$ cat config.mk
export PLATFORM = sky130hd
export DESIGN_NAME = seg7_signed_display_flat
export DESIGN_NICKNAME = d
export VERILOG_FILES = /design/src/rtl/seg7_signed_display_if.sv /design/src/rtl/seg7_signed_display.sv /design/src/flat_wrapper.sv
export SDC_FILE = /design/constraint.sdc
export NUM_CORES = 1
export LEC_CHECK = 0
export CELL_PAD_IN_SITES_DETAIL_PLACEMENT = 0
export CELL_PAD_IN_SITES_GLOBAL_PLACEMENT = 1
export CORE_MARGIN = 2
export CORE_UTILIZATION = 25
export CTS_CLUSTER_DIAMETER = 50
export DETAILED_ROUTE_END_ITERATION = 10
export GPL_TIMING_DRIVEN = 0
export PLACE_DENSITY_LB_ADDON = 0.1
export SLEW_MARGIN = 0
export SYNTH_ARGS = -nofsm -noshare
export SYNTH_HDL_FRONTEND = slang
export SYNTH_SLANG_ARGS = --single-unit
$ cat constraint.sdc
create_clock -name clk_50 -period 3.1 [get_ports clk_50]
set_input_delay 0.465 -clock clk_50 [delete_from_list [all_inputs] [get_ports clk_50]]
set_output_delay 0.465 -clock clk_50 [all_outputs]
set_load 0.05 [all_outputs]
$ cat src/rtl/seg7_signed_display_if.sv
// Handshake and display bundle for seg7_signed_display.
// The source (master) drives load/data_in; the display driver (slave) drives the rest.
interface seg7_signed_display_if #(
  parameter int unsigned WIDTH  = 17,
  parameter int unsigned DIGITS = 5
) ();
  logic                  load;
  logic [WIDTH-1:0]      data_in;
  logic                  busy;
  logic                  valid;
  logic [7*DIGITS-1:0]   seg_out;
  logic                  Sig;
  logic                  overflow;

  modport master (
    output load, data_in,
    input  busy, valid, seg_out, Sig, overflow
  );

  modport slave (
    input  load, data_in,
    output busy, valid, seg_out, Sig, overflow
  );
endinterface

$ cat src/rtl/seg7_signed_display.sv
// Signed binary to active-low seven-segment driver using a sequential double-dabble converter.
// Optional leading-zero blanking is enabled by defining SEG7_LZB_EN.
module seg7_signed_display #(
  parameter int unsigned WIDTH  = 17,
  parameter int unsigned DIGITS = 5
) (
  input logic                  clk_50,
  input logic                  Reset,
  seg7_signed_display_if.slave bus
);

  localparam int unsigned CntW = $clog2(WIDTH + 1);
  localparam int unsigned BcdW = 4 * DIGITS;
  localparam logic [CntW-1:0] LastCnt = CntW'(WIDTH - 1);

  typedef enum logic [1:0] {StIdle, StConv, StUpdate} state_e;

  state_e                state_q, state_d;
  logic                  sign_q, sign_d;
  logic [WIDTH-1:0]      mag_q, mag_d;
  logic [BcdW-1:0]       bcd_q, bcd_d;
  logic                  ovf_q, ovf_d;
  logic [CntW-1:0]       cnt_q, cnt_d;
  logic [7*DIGITS-1:0]   seg_q, seg_d;
  logic                  sig_q, sig_d;
  logic                  overflow_q, overflow_d;
  logic                  valid_q, valid_d;
  logic                  busy_q, busy_d;

  logic [BcdW-1:0]       adj;
  logic [7*DIGITS-1:0]   disp;

  function automatic logic [6:0] dec7(input logic [3:0] n);
    case (n)
      4'd0:    dec7 = 7'h40;
      4'd1:    dec7 = 7'h79;
      4'd2:    dec7 = 7'h24;
      4'd3:    dec7 = 7'h30;
      4'd4:    dec7 = 7'h19;
      4'd5:    dec7 = 7'h12;
      4'd6:    dec7 = 7'h02;
      4'd7:    dec7 = 7'h78;
      4'd8:    dec7 = 7'h00;
      4'd9:    dec7 = 7'h10;
      default: dec7 = 7'h7F;
    endcase
  endfunction

  // Add-3 correction applied to every nibble before the shift.
  always_comb begin
    adj = bcd_q;
    for (int k = 0; k < int'(DIGITS); k++) begin
      if (bcd_q[4*k +: 4] >= 4'd5) adj[4*k +: 4] = bcd_q[4*k +: 4] + 4'd3;
    end
  end

  always_comb begin
`ifdef SEG7_LZB_EN
    logic lead;
    lead = 1'b1;
`endif
    disp = '0;
    for (int k = int'(DIGITS) - 1; k >= 0; k--) begin
`ifdef SEG7_LZB_EN
      // Blank zeros above the most significant nonzero digit; units always shown.
      if (lead && (bcd_q[4*k +: 4] == 4'd0) && (k != 0)) begin
        disp[7*k +: 7] = 7'h7F;
      end else begin
        lead = 1'b0;
        disp[7*k +: 7] = dec7(bcd_q[4*k +: 4]);
      end
`else
      disp[7*k +: 7] = dec7(bcd_q[4*k +: 4]);
`endif
      if (ovf_q) disp[7*k +: 7] = 7'h3F;
    end
  end

  always_comb begin
    state_d    = state_q;
    sign_d     = sign_q;
    mag_d      = mag_q;
    bcd_d      = bcd_q;
    ovf_d      = ovf_q;
    cnt_d      = cnt_q;
    seg_d      = seg_q;
    sig_d      = sig_q;
    overflow_d = overflow_q;
    valid_d    = 1'b0;
    busy_d     = busy_q;
    case (state_q)
      StIdle: begin
        if (bus.load) begin
          sign_d  = bus.data_in[WIDTH-1];
          // Most negative input wraps to 2^(WIDTH-1), which fits as unsigned.
          mag_d   = bus.data_in[WIDTH-1] ? (~bus.data_in + 1'b1) : bus.data_in;
          bcd_d   = '0;
          ovf_d   = 1'b0;
          cnt_d   = '0;
          busy_d  = 1'b1;
          state_d = StConv;
        end
      end
      StConv: begin
        {bcd_d, mag_d} = {adj, mag_q} << 1;
        ovf_d          = ovf_q | adj[BcdW-1];
        cnt_d          = cnt_q + 1'b1;
        if (cnt_q == LastCnt) state_d = StUpdate;
      end
      StUpdate: begin
        seg_d      = disp;
        sig_d      = ~sign_q;
        overflow_d = ovf_q;
        valid_d    = 1'b1;
        busy_d     = 1'b0;
        state_d    = StIdle;
      end
      default: state_d = StIdle;
    endcase
  end

  always_ff @(posedge clk_50) begin
    if (!Reset) begin
      state_q    <= StIdle;
      sign_q     <= 1'b0;
      mag_q      <= '0;
      bcd_q      <= '0;
      ovf_q      <= 1'b0;
      cnt_q      <= '0;
      seg_q      <= {DIGITS{7'h7F}};
      sig_q      <= 1'b1;
      overflow_q <= 1'b0;
      valid_q    <= 1'b0;
      busy_q     <= 1'b0;
    end else begin
      state_q    <= state_d;
      sign_q     <= sign_d;
      mag_q      <= mag_d;
      bcd_q      <= bcd_d;
      ovf_q      <= ovf_d;
      cnt_q      <= cnt_d;
      seg_q      <= seg_d;
      sig_q      <= sig_d;
      overflow_q <= overflow_d;
      valid_q    <= valid_d;
      busy_q     <= busy_d;
    end
  end

  assign bus.busy     = busy_q;
  assign bus.valid    = valid_q;
  assign bus.seg_out  = seg_q;
  assign bus.Sig      = sig_q;
  assign bus.overflow = overflow_q;

endmodule
$ cat src/flat_wrapper.sv
// flat-port wrapper written by rule: the top's interface ports become plain ports
module seg7_signed_display_flat 
#(
  parameter int unsigned WIDTH  = 17,
  parameter int unsigned DIGITS = 5
)
  (clk_50, Reset, bus_load, bus_data_in, bus_busy, bus_valid, bus_seg_out, bus_Sig, bus_overflow);
  seg7_signed_display_if #(.WIDTH(WIDTH), .DIGITS(DIGITS)) bus_i ();
  input logic clk_50;
  input logic Reset;
  input wire logic [$bits(bus_i.load)-1:0] bus_load;
  input wire logic [$bits(bus_i.data_in)-1:0] bus_data_in;
  output wire logic [$bits(bus_i.busy)-1:0] bus_busy;
  output wire logic [$bits(bus_i.valid)-1:0] bus_valid;
  output wire logic [$bits(bus_i.seg_out)-1:0] bus_seg_out;
  output wire logic [$bits(bus_i.Sig)-1:0] bus_Sig;
  output wire logic [$bits(bus_i.overflow)-1:0] bus_overflow;
  assign bus_i.load = bus_load;
  assign bus_i.data_in = bus_data_in;
  assign bus_busy = bus_i.busy;
  assign bus_valid = bus_i.valid;
  assign bus_seg_out = bus_i.seg_out;
  assign bus_Sig = bus_i.Sig;
  assign bus_overflow = bus_i.overflow;
  seg7_signed_display #(.WIDTH(WIDTH), .DIGITS(DIGITS)) u_core (.clk_50(clk_50), .Reset(Reset), .bus(bus_i));
endmodule
==> results of run 1 <==
==> placed cells by master, fill, tap and decap left out, drive strengths merged, types with 9 or more instances in the layout <==
cell type,netlist,layout
nand2b,13,13
xor2,14,14
clkbuf,22,43
buf,12,12
nand3,42,42
a22o,12,12
and2,12,12
a21oi,32,32
a211oi,10,10
clkdlybuf4s50,0,57
inv,40,40
dfxtp,120,120
o21ai,38,38
a22oi,11,11
nor2,31,31
o31ai,9,9
nor3,10,10
nand2,116,116
ha,38,38
nor2b,13,13
==> final timing paths <==
path	to	start	depth (start not counted)
worst min-delay path	u_core.bus.seg_out[24]	flip-flop	2
worst min register to register	u_core.bus.seg_out[24]	flip-flop	2
worst max-delay path	flip-flop	Reset	11
worst max register to register	flip-flop	u_core.state_q[1]	11
==> repair_timing <==
action,in CTS,in global routing
endpoints found under the setup margin,4,2
endpoints found under the hold margin,0,0
gates cloned,0,0
gates resized for setup,2,3
hold buffers,0,0
==> layer usage <==
metal	GRT usage	vias up	part of all wire
li1	-	2542	-
met1	0.159	2257	0.46
met2	0.247	83	0.50
met3	0.0325	15	0.035
met4	0.0429	0	0.0097
met5	0	-	0
==> logic make-up after synthesis <==
family | after synthesis
adders and majority gates | 38
AOI/OAI and AO/OA | 160
DFF | 120
muxes | 4
buffers and inverters | 74
xor gates and xnor gates | 22
and+or+nand+nor | 272
==> final cells by class <==
cell class,count,area share
sequential,120,0.323
clock buffer,22,0.0624
buffer,33,0.0252
tap,319,0.0537
clock inverter,9,0.0135
timing repair buffer,57,0.0767
inverter,40,0.0202
multi-input combinational,496,0.425
==> critical path, stage by stage <==
cell and delay, ps:
sky130_fd_sc_hd__clkdlybuf4s50_1 560, sky130_fd_sc_hd__buf_2 300, sky130_fd_sc_hd__and2_1 260, sky130_fd_sc_hd__buf_2 290, sky130_fd_sc_hd__clkbuf_4 290, sky130_fd_sc_hd__a32o_1 260
sky130_fd_sc_hd__inv_1 110, sky130_fd_sc_hd__ha_1 280, sky130_fd_sc_hd__nor2_1 140, sky130_fd_sc_hd__o21bai_1 130, sky130_fd_sc_hd__a21oi_1 90
==> power by group <==
part,switching (mW),internal (mW),leakage [nW],total [mW]
sequential,0.0132,1.57,0.972,1.58
clock,0.695,1.21,0.276,1.91
combinational,0.133,0.0915,1.91,0.224
total,0.841,2.87,3.16,3.71
==> per-stage QoR <==
| step | hold WS (ps) | utilization |
|---|---|---|
| floorplan | 417 | - |
| global placement | 427 | 0.294 |
| detailed placement | 430 | 0.294 |
| CTS | 443 | 0.318 |
| global route | 461 | 0.319 |
| finish | 436 | 0.319 |
==> flow_metrics.tcl, run 1 <==
set metrics [dict create \
    run_status "finished clean" \
    worstPathArrival_ps 3170 \
    wire_per_inst_um 14.4 \
    pin_count_of_the_biggest_net_entering_global_routing 17 \
    drt_pass_1_iters 4 \
    die_w_um 158 \
    syn-num-nets 748 \
    drtIter0Drc 228 \
    post-synth-top-area-fraction 0.408 \
    cts.sink_count 120 \
    worst-slew-pin-transition_ps 886 \
    ff2ff_setup_slack_ps 250 \
    placedInstanceArea_mm2 0.00686 \
    vias_in_the_first_global_route 5062 \
    maxCapViolations 0 \
    antenna_violating_nets_post_route 0 \
    post-route-min-period_ps 2890 \
    post-cts-setup-buffer-count 0 \
    ys_seq_elements 120 \
    post_route_cells_drive_above_1_share 0.0721 \
    finalSetupViolations 0 \
    drc_errors 0 \
    n_fill_cell 2484 \
    finalNonFillerCells 1096 \
    top_cells_by_count_synth "120 x sky130_fd_sc_hd__dfxtp_1, 116 x sky130_fd_sc_hd__nand2_1, 42 x sky130_fd_sc_hd__nand3_1, 40 x sky130_fd_sc_hd__inv_1, 38 x sky130_fd_sc_hd__ha_1" \
    clock_insertion_delay_worst_skew_ps 410 \
    critPathMaxFanout 10 \
    critPathLaunchType "primary input" \
    min_period_over_period 0.934 \
    place.port_buffers 57 \
    ioPinCount 59 \
    synth_area_leaders "sky130_fd_sc_hd__dfxtp_1 41%, sky130_fd_sc_hd__ha_1 8.1%, sky130_fd_sc_hd__nand2_1 7.4%, sky130_fd_sc_hd__nand3_1 3.6%, sky130_fd_sc_hd__o21ai_0 2.9%" \
    crit_path_end_kind "flip-flop" \
    dp_hpwl_um 11600 \
    fp-row-count 56 \
    worst_slack_ps 205 \
    area_enclosed_by_the_die_boundary_mm2 0.0248 \
    cts.htree.levels 4 \
    yosysSeqAreaShare 0.408 \
    drt_wl_total_um 15800 \
    tritoncts_clock_tree "built" \
    grt.total_usage 0.137 \
    area_fraction_in_compound_gates_after_synthesis 0.192 \
    n_antenna_cell 0 \
    maximum_number_of_buffers_from_clock_root_to_sink 2 \
    post_place_setup_slack_ps -548 \
    path_class "primary input to flip-flop" \
    clock-skew-final_ps 5.26 \
    dp.cells 1066 \
    timing.final.hold_violations 0 \
    most_common_cell_in_the_netlist "sky130_fd_sc_hd__dfxtp_1" \
    synth-warning-count 0 \
    cts_inserted_buffers 17 \
    viasPerCell 4.47 \
    synth.largest_area_cell "sky130_fd_sc_hd__dfxtp_1" \
    adder_and_majority_cell_fraction_of_the_synthesized_area 0.0807 \
    ff_latch_area_mm2 0.00240 \
    start_util 0.253 \
    root_buffer "sky130_fd_sc_hd__clkbuf_16" \
    synth_simple_gate_area_share 0.223 \
    setup_total_negative_slack_ps 0 \
    grt_setup_unrepaired "false" \
    synth-edff-count 0 \
    final_design_area_no_fill_mm2 0.00743 \
    clock_slew_at_reported_path_ffs_ps 50 \
    hp_class "flip-flop to flip-flop" \
    leakage_nw 3.16 \
    avgSynthCellArea_um2 8.54 \
    grt_first_pass_wirelength_um 25900 \
    grt-ovfl-total 0 \
    slew-limit-headroom 0.406 \
    post_synth_num_cell_types 62 \
    multi_input_area_mm2 0.00316 \
    antenna_violations_before_repair 0 \
    vias 4897 \
    instance_count_of_the_mapped_netlist 690 \
    power.density_mw_per_mm2 499 \
    post-layout-total-power_mw 3.71 \
    cp.required_ps 3380 \
    die-height_um 158 \
    synth_top_family_by_area "simple AND/OR/NAND/NOR gates" \
    max_freq_mhz 345 \
    ir_drop_mv 0.216 \
    synth_area_mm2 0.00589 \
    maxSlewViolCount 0 \
    routabilityCongestion 0.816 \
    share_of_synthesized_area_spent_on_multiplexers 0.00680 \
    area.growth.synth_to_final_pct 26.2 \
    ys_dominant_reg_cell "sky130_fd_sc_hd__dfxtp_1" \
    post_synth_xor_area_fraction 0.0327 \
    nets 823 \
    coreArea_mm2 0.0233 \
    synth_async_sr_flop_share 0 \
]
No activity file was read; power rests on OpenSTA's default activity.
==> run 2: changes to the inputs <==
--- a/config.mk
+++ b/config.mk
@@ -5,6 +5,7 @@
 export SDC_FILE = /design/constraint.sdc
 export NUM_CORES = 1
 export LEC_CHECK = 0
+export ABC_AREA = 1
 export CELL_PAD_IN_SITES_DETAIL_PLACEMENT = 0
 export CELL_PAD_IN_SITES_GLOBAL_PLACEMENT = 1
 export CORE_MARGIN = 2
@@ -12,6 +13,7 @@
 export CTS_CLUSTER_DIAMETER = 50
 export DETAILED_ROUTE_END_ITERATION = 10
 export GPL_TIMING_DRIVEN = 0
+export HOLD_SLACK_MARGIN = 0.12
 export PLACE_DENSITY_LB_ADDON = 0.1
 export SLEW_MARGIN = 0
 export SYNTH_ARGS = -nofsm -noshare
==> run 2 against run 1 <==
  * Fmax rose by 26%
  * Sequential power about the same
  * Global-route usage grew 0.095 points
  * Area after synthesis up 0.47%
  * First-iteration DRC count down 13%
  * Worst hold slack worse by 2.6 ps
  * Die area up 0.46%
  * Via count rose by 6.1%
  * Flip-flop and latch count unchanged
  * Critical path depth is 1 higher
  * Highest routed layer unchanged
==> flow_metrics.tcl, run 2 <==
set metrics [dict create \
    run_status "finished clean" \
    grt.total_usage 0.138 \
    grtUsageMet3 0.0307 \
    nets 952 \
    max_freq_mhz 434 \
    critPathLaunchType "primary input" \
    met1_usage 0.181 \
    slew-limit-headroom 0.514 \
    clock_insertion_delay_worst_skew_ps 420 \
    post-synth-top-area-fraction 0.406 \
    leakage_nw 3.56 \
    path_class "primary input to flip-flop" \
    finalSetupViolations 0 \
    hold_path_depth 1 \
    ctsHoldBuffers 0 \
    cts_inserted_buffers 17 \
    yosysSeqAreaShare 0.406 \
    vias 5198 \
    cp-startpoint "bus_load" \
    worstPathArrival_ps 2610 \
    drt_pass_1_iters 4 \
    hp_class "flip-flop to flip-flop" \
    power.density_mw_per_mm2 534 \
    cts.htree.levels 4 \
    worst-slew-pin-transition_ps 730 \
    wire_per_inst_um 13.1 \
    busiest_layer "met2" \
    avgSynthCellArea_um2 7.23 \
    clock_slew_at_reported_path_ffs_ps 60 \
    cp.required_ps 3400 \
    crit_path_end_kind "flip-flop" \
    top_cells_by_count_synth "285 x sky130_fd_sc_hd__nand2_1, 120 x sky130_fd_sc_hd__dfxtp_1, 88 x sky130_fd_sc_hd__nand3_1, 71 x sky130_fd_sc_hd__inv_1, 44 x sky130_fd_sc_hd__nor2_1" \
    synth_area_mm2 0.00592 \
    instance_count_of_the_mapped_netlist 819 \
    maxSlewViolCount 0 \
    synth_area_leaders "sky130_fd_sc_hd__dfxtp_1 41%, sky130_fd_sc_hd__nand2_1 18%, sky130_fd_sc_hd__ha_1 8.0%, sky130_fd_sc_hd__nand3_1 7.4%, sky130_fd_sc_hd__inv_1 4.5%" \
    ys_dominant_reg_cell "sky130_fd_sc_hd__dfxtp_1" \
    synth.largest_area_cell "sky130_fd_sc_hd__dfxtp_1" \
    critPathMaxFanout 9 \
    post_cts_resized 0 \
    root_buffer "sky130_fd_sc_hd__clkbuf_16" \
    clock-skew-final_ps 8.67 \
    ff2ff_setup_slack_ps 810 \
    timing.final.hold_violations 0 \
    synth-warning-count 0 \
    groute.layer.met2.usage 0.224 \
    drc_errors 0 \
    cts.sink_count 120 \
    ioPinCount 59 \
    post_route_cells_drive_above_1_share 0.0948 \
    synth-edff-count 0 \
    grt_setup_unrepaired "false" \
    dp_hpwl_um 11600 \
    area.growth.synth_to_final_pct 27.1 \
    reg2reg_path_depth 12 \
    layout_common_cells "285 x sky130_fd_sc_hd__nand2_1, 120 x sky130_fd_sc_hd__dfxtp_1, 88 x sky130_fd_sc_hd__nand3_1" \
    routabilityCongestion 0.739 \
    worstReg2RegStart "u_core.state_q[1]" \
    min_period_over_period 0.744 \
    post_synth_num_cell_types 37 \
    grt_first_pass_wirelength_um 26600 \
    die-height_um 158 \
    ys_seq_elements 120 \
    drtIter0Drc 199 \
    hold_start "u_core.sign_q" \
    antenna_violating_nets_post_route 0 \
    n_antenna_cell 0 \
    synth_async_sr_flop_share 0 \
    tritoncts_clock_tree "built" \
    antenna_violations_before_repair 0 \
    grt-ovfl-total 0 \
    vias_in_the_first_global_route 5168 \
    start_util 0.254 \
    post-cts-setup-buffer-count 0 \
    fp-row-count 56 \
    maximum_number_of_buffers_from_clock_root_to_sink 2 \
    die_w_um 158 \
    maxCapViolations 0 \
    area_enclosed_by_the_die_boundary_mm2 0.0249 \
    post-route-min-period_ps 2310 \
    viasPerCell 4.24 \
    fraction_of_the_core_area_covered_by_cells_at_the_end_of_the_flow 0.323 \
    coreArea_mm2 0.0233 \
    pin_count_of_the_biggest_net_entering_global_routing 17 \
    place.port_buffers 56 \
    worstHoldEndpoint "u_core.bus.Sig" \
    syn-num-nets 877 \
    layout.cells.most_common "sky130_fd_sc_hd__nand2_1" \
    drt_wl_total_um 16000 \
    ir_drop_mv 0.350 \
    most_common_cell_in_the_netlist "sky130_fd_sc_hd__nand2_1" \
    setup_total_negative_slack_ps 0 \
]
[run 2: cell count changes after synthesis, moves of 12 or more]
cell and delta:
sky130_fd_sc_hd__nand2_1 +169, sky130_fd_sc_hd__nand3_1 +46, sky130_fd_sc_hd__inv_1 +31, sky130_fd_sc_hd__nand2b_1 -13, sky130_fd_sc_hd__nor2_1 +13, sky130_fd_sc_hd__nor2b_1 -13
sky130_fd_sc_hd__a22o_1 -12, sky130_fd_sc_hd__and2_1 -12, sky130_fd_sc_hd__nand2_2 +12, sky130_fd_sc_hd__nand4_1 +12, sky130_fd_sc_hd__xor2_1 -12
[run 2: kinds of logic after synthesis]
group                      count (synthesis)  synth area share
adders and majority gates                 38            0.0803
xor gates and xnor gates                   4           0.00592
and+or+nand+nor                          463             0.338
DFF                                      120             0.406
buffers and inverters                    105            0.0725
AOI/OAI and AO/OA                         89            0.0974
[run 2: layout make-up]
| class | instances | area, um2 |
|---|---|---|
| plain buffers | 26 | 133 |
| clock buffers | 19 | 453 |
| clock inverters | 13 | 194 |
| fillers | 2587 | 15800 |
| inverters | 79 | 297 |
| multi-input cells | 594 | 3090 |
| flip-flops and latches | 120 | 2400 |
| well taps | 319 | 399 |
| repair buffers | 56 | 561 |
[run 2: metal layers]
| layer | wire [um] | vias up |
|---|---|---|
| met5 | 0 | - |
| met4 | 172 | 0 |
| met3 | 395 | 12 |
| met2 | 7350 | 54 |
| met1 | 8110 | 2325 |
| li1 | - | 2807 |
[run 2: worst max path at each step]
stage                endpoint  slack, ps
global route        flip-flop        600
detailed placement  flip-flop        340
CTS                 flip-flop        780
floorplan           flip-flop       1170
finish              flip-flop        790
global placement    flip-flop        340
[run 2: metrics by stage]
stage               cell area [um2]  instances  worst slack (ps)  hold WS [ps]  power (mW)
floorplan                      5920        819              1170           407        1.78
global placement               6880       1194               337           427        1.89
detailed placement             6880       1194               344           428        1.89
CTS                            7530       1226               778           436        4.08
global route                   7530       1226               604           447        4.18
finish                         7530       1226               794           434        4.02
[run 2: where the power goes]
part | switching, mW | internal (mW) | leakage, nW
registers | 0.0166 | 1.57 | 0.973
logic | 0.173 | 0.0835 | 2.28
clock network | 0.775 | 1.40 | 0.302
total | 0.965 | 3.05 | 3.56
[run 2: critical path, cell delays in order]
cell	delay, ps
sky130_fd_sc_hd__clkdlybuf4s50_1	460
sky130_fd_sc_hd__nand2_1	140
sky130_fd_sc_hd__nand2_2	80
sky130_fd_sc_hd__inv_2	190
sky130_fd_sc_hd__nand2_2	240
sky130_fd_sc_hd__o22ai_2	310
sky130_fd_sc_hd__inv_1	130
sky130_fd_sc_hd__ha_1	320
sky130_fd_sc_hd__nand3_1	90
sky130_fd_sc_hd__nand2_1	60
sky130_fd_sc_hd__nand2_1	50
sky130_fd_sc_hd__nand2_1	60
==> run 3: changes to the inputs <==
==> constraint.sdc (replaced) <==
create_clock -name clk_50 -period 1.9 [get_ports clk_50]
set_input_delay 0.285 -clock clk_50 [delete_from_list [all_inputs] [get_ports clk_50]]
set_output_delay 0.285 -clock clk_50 [all_outputs]
set_load 0.05 [all_outputs]
==> run 3 against run 2 <==
  * Flip-flop and latch count did not move
  * Critical path depth fell by 11
  * Via count rose by 3.1%
  * Global-route usage rose by 0.19 points
  * Combinational power rose by 87%
  * Clock power rose by 63%
  * Core utilization rose by 2.6 points
  * Die area did not move
  * Worst setup slack got worse by 740 ps
  * Critical path type is now flip-flop to output pin
  * Largest power group unchanged
  * Highest routed layer unchanged
==> flow_metrics.tcl, run 3 (synthesis results as in run 2) <==
set metrics [dict create \
    run_status "finished clean" \
    routabilityCongestion 0.739 \
    drtIter0Drc 180 \
    hold_ws_ps 308 \
    tritoncts_clock_tree "built" \
    fp-row-count 56 \
    post-route-min-period_ps 1850 \
    post_route_cells_drive_above_1_share 0.188 \
    maxSlewViolCount 0 \
    cp.required_ps 1620 \
    power.switching_mw 1.60 \
    hold_start "Reset" \
    area.growth.synth_to_final_pct 37.4 \
    worstPathArrival_ps 1560 \
    n_antenna_cell 0 \
    worst-slew-pin-transition_ps 728 \
    maxCapViolations 0 \
    grt-ovfl-total 0 \
    leakage_nw 3.85 \
    met1_usage 0.180 \
    worstHoldEndpoint "u_core.bcd_q[3]" \
    cp_bufs_invs 1 \
    cpMaxStageDelayCell "sky130_fd_sc_hd__clkdlybuf4s50_1" \
    vias_in_the_first_global_route 5305 \
    grt.total_usage 0.140 \
    critPathLaunchType "flip-flop" \
    antenna_violations_before_repair 0 \
    seq_power_share 0.392 \
    setup_total_negative_slack_ps 0 \
    coreArea_mm2 0.0233 \
    clock-skew-final_ps 9.48 \
    nets 976 \
    slew-limit-headroom 0.515 \
    clock_power_share 0.535 \
    drt_wl_total_um 16700 \
    grt_first_pass_wirelength_um 27000 \
    timing.final.hold_violations 0 \
    groute.layer.met2.usage 0.231 \
    cts.htree.levels 4 \
    antenna_violating_nets_post_route 0 \
    worst_slack_ps 51.2 \
    ctsHoldBuffers 0 \
    layout.cells.most_common "sky130_fd_sc_hd__nand2_1" \
    power.combinational.fraction 0.073 \
    ioPinCount 59 \
    maximum_number_of_buffers_from_clock_root_to_sink 2 \
    ir_drop_mv 0.612 \
    dp_hpwl_um 11600 \
    finalSetupViolations 0 \
    worstPathCellList "clkdlybuf4s50_1" \
    vias 5358 \
    hold_path_depth 3 \
    start_util 0.254 \
    min_period_over_period 0.973 \
    clock_insertion_delay_worst_skew_ps 420 \
    worstReg2RegStart "u_core.state_q[1]" \
    layout_common_cells "270 x sky130_fd_sc_hd__nand2_1, 112 x sky130_fd_sc_hd__dfxtp_1, 77 x sky130_fd_sc_hd__nand3_1" \
    place.port_buffers 56 \
    critPathMaxFanout 2 \
    post_place_setup_slack_ps -676 \
    root_buffer "sky130_fd_sc_hd__clkbuf_16" \
    power.density_mw_per_mm2 814 \
    cp_top_family "buffers and inverters" \
    crit_path_max_incr_delay_ps 800 \
    grt_setup_unrepaired "true" \
    cts.sink_count 120 \
    area_enclosed_by_the_die_boundary_mm2 0.0249 \
    cts_inserted_buffers 17 \
    clock_slew_at_reported_path_ffs_ps 60 \
    die_w_um 158 \
    die-height_um 158 \
    max_freq_mhz 541 \
    path_class "flip-flop to output pin" \
    hp_class "primary input to flip-flop" \
    ff2ff_setup_slack_ps 90 \
    drc_errors 0 \
    reg2reg_path_depth 11 \
    wire_per_inst_um 13.4 \
    internal_power_mw 5.02 \
    drt_pass_1_iters 4 \
    viasPerCell 4.29 \
    switching_share 0.242 \
    busiest_layer "met2" \
    pin_count_of_the_biggest_net_entering_global_routing 17 \
    crit_path_end_kind "output pin" \
    grtUsageMet3 0.0318 \
]
## run 3: per-layer routing
metal	routed length, um	part of all wire
met1	8100	0.48
met2	7790	0.47
met3	632	0.038
met4	194	0.012
met5	0	0
## run 3: worst max-delay path by stage
stage | end | cells past startpoint | startpoint | slack, ps
final | bus_seg_out[22] | 1 | u_core.bus.seg_out[22] | 50
after global placement | flip-flop | 12 | bus_load | -680
after global routing | flip-flop | 11 | u_core.state_q[1] | -20
after CTS | u_core.bus.seg_out[22] | 7 | u_core.state_q[1] | -110
after floorplan | flip-flop | 13 | u_core.bcd_q[12] | 90
after detailed placement | flip-flop | 12 | bus_load | -680
## run 3: layout make-up
| type | count | area (um2) |
|---|---|---|
| fillers | 2551 | 15200 |
| multi-input cells | 595 | 3430 |
| flip-flops and latches | 120 | 2420 |
| repair buffers | 79 | 771 |
| clock buffers | 19 | 453 |
| well taps | 319 | 399 |
| inverters | 79 | 317 |
| clock inverters | 13 | 194 |
| plain buffers | 26 | 158 |
## run 3: power groups by stage
stage	Combinational, mW	Clock (mW)	Sequential [mW]
after global routing	0.538	3.74	2.60
final	0.480	3.54	2.60
after CTS	0.448	3.64	2.60
after detailed placement	0.425	0	2.65
after floorplan	0.254	0	2.65
after global placement	0.428	0	2.65
## run 3: per-stage QoR
stage | std cells | util | cell area [um2] | power (mW)
2_1_floorplan | 819 | - | 5920 | 2.91
3_3_place_gp | 1194 | 0.295 | 6880 | 3.08
3_5_place_dp | 1194 | 0.295 | 6880 | 3.08
4_1_cts | 1237 | 0.331 | 7720 | 6.68
5_1_grt | 1250 | 0.349 | 8140 | 6.88
6_report | 1250 | 0.349 | 8140 | 6.62
## run 3: timing repair
item,4_1_cts,5_1_grt
resized for setup,32,85
gates cloned,0,1
buffers inserted,11,12
setup endpoints to repair,56,76
pin swaps,8,12
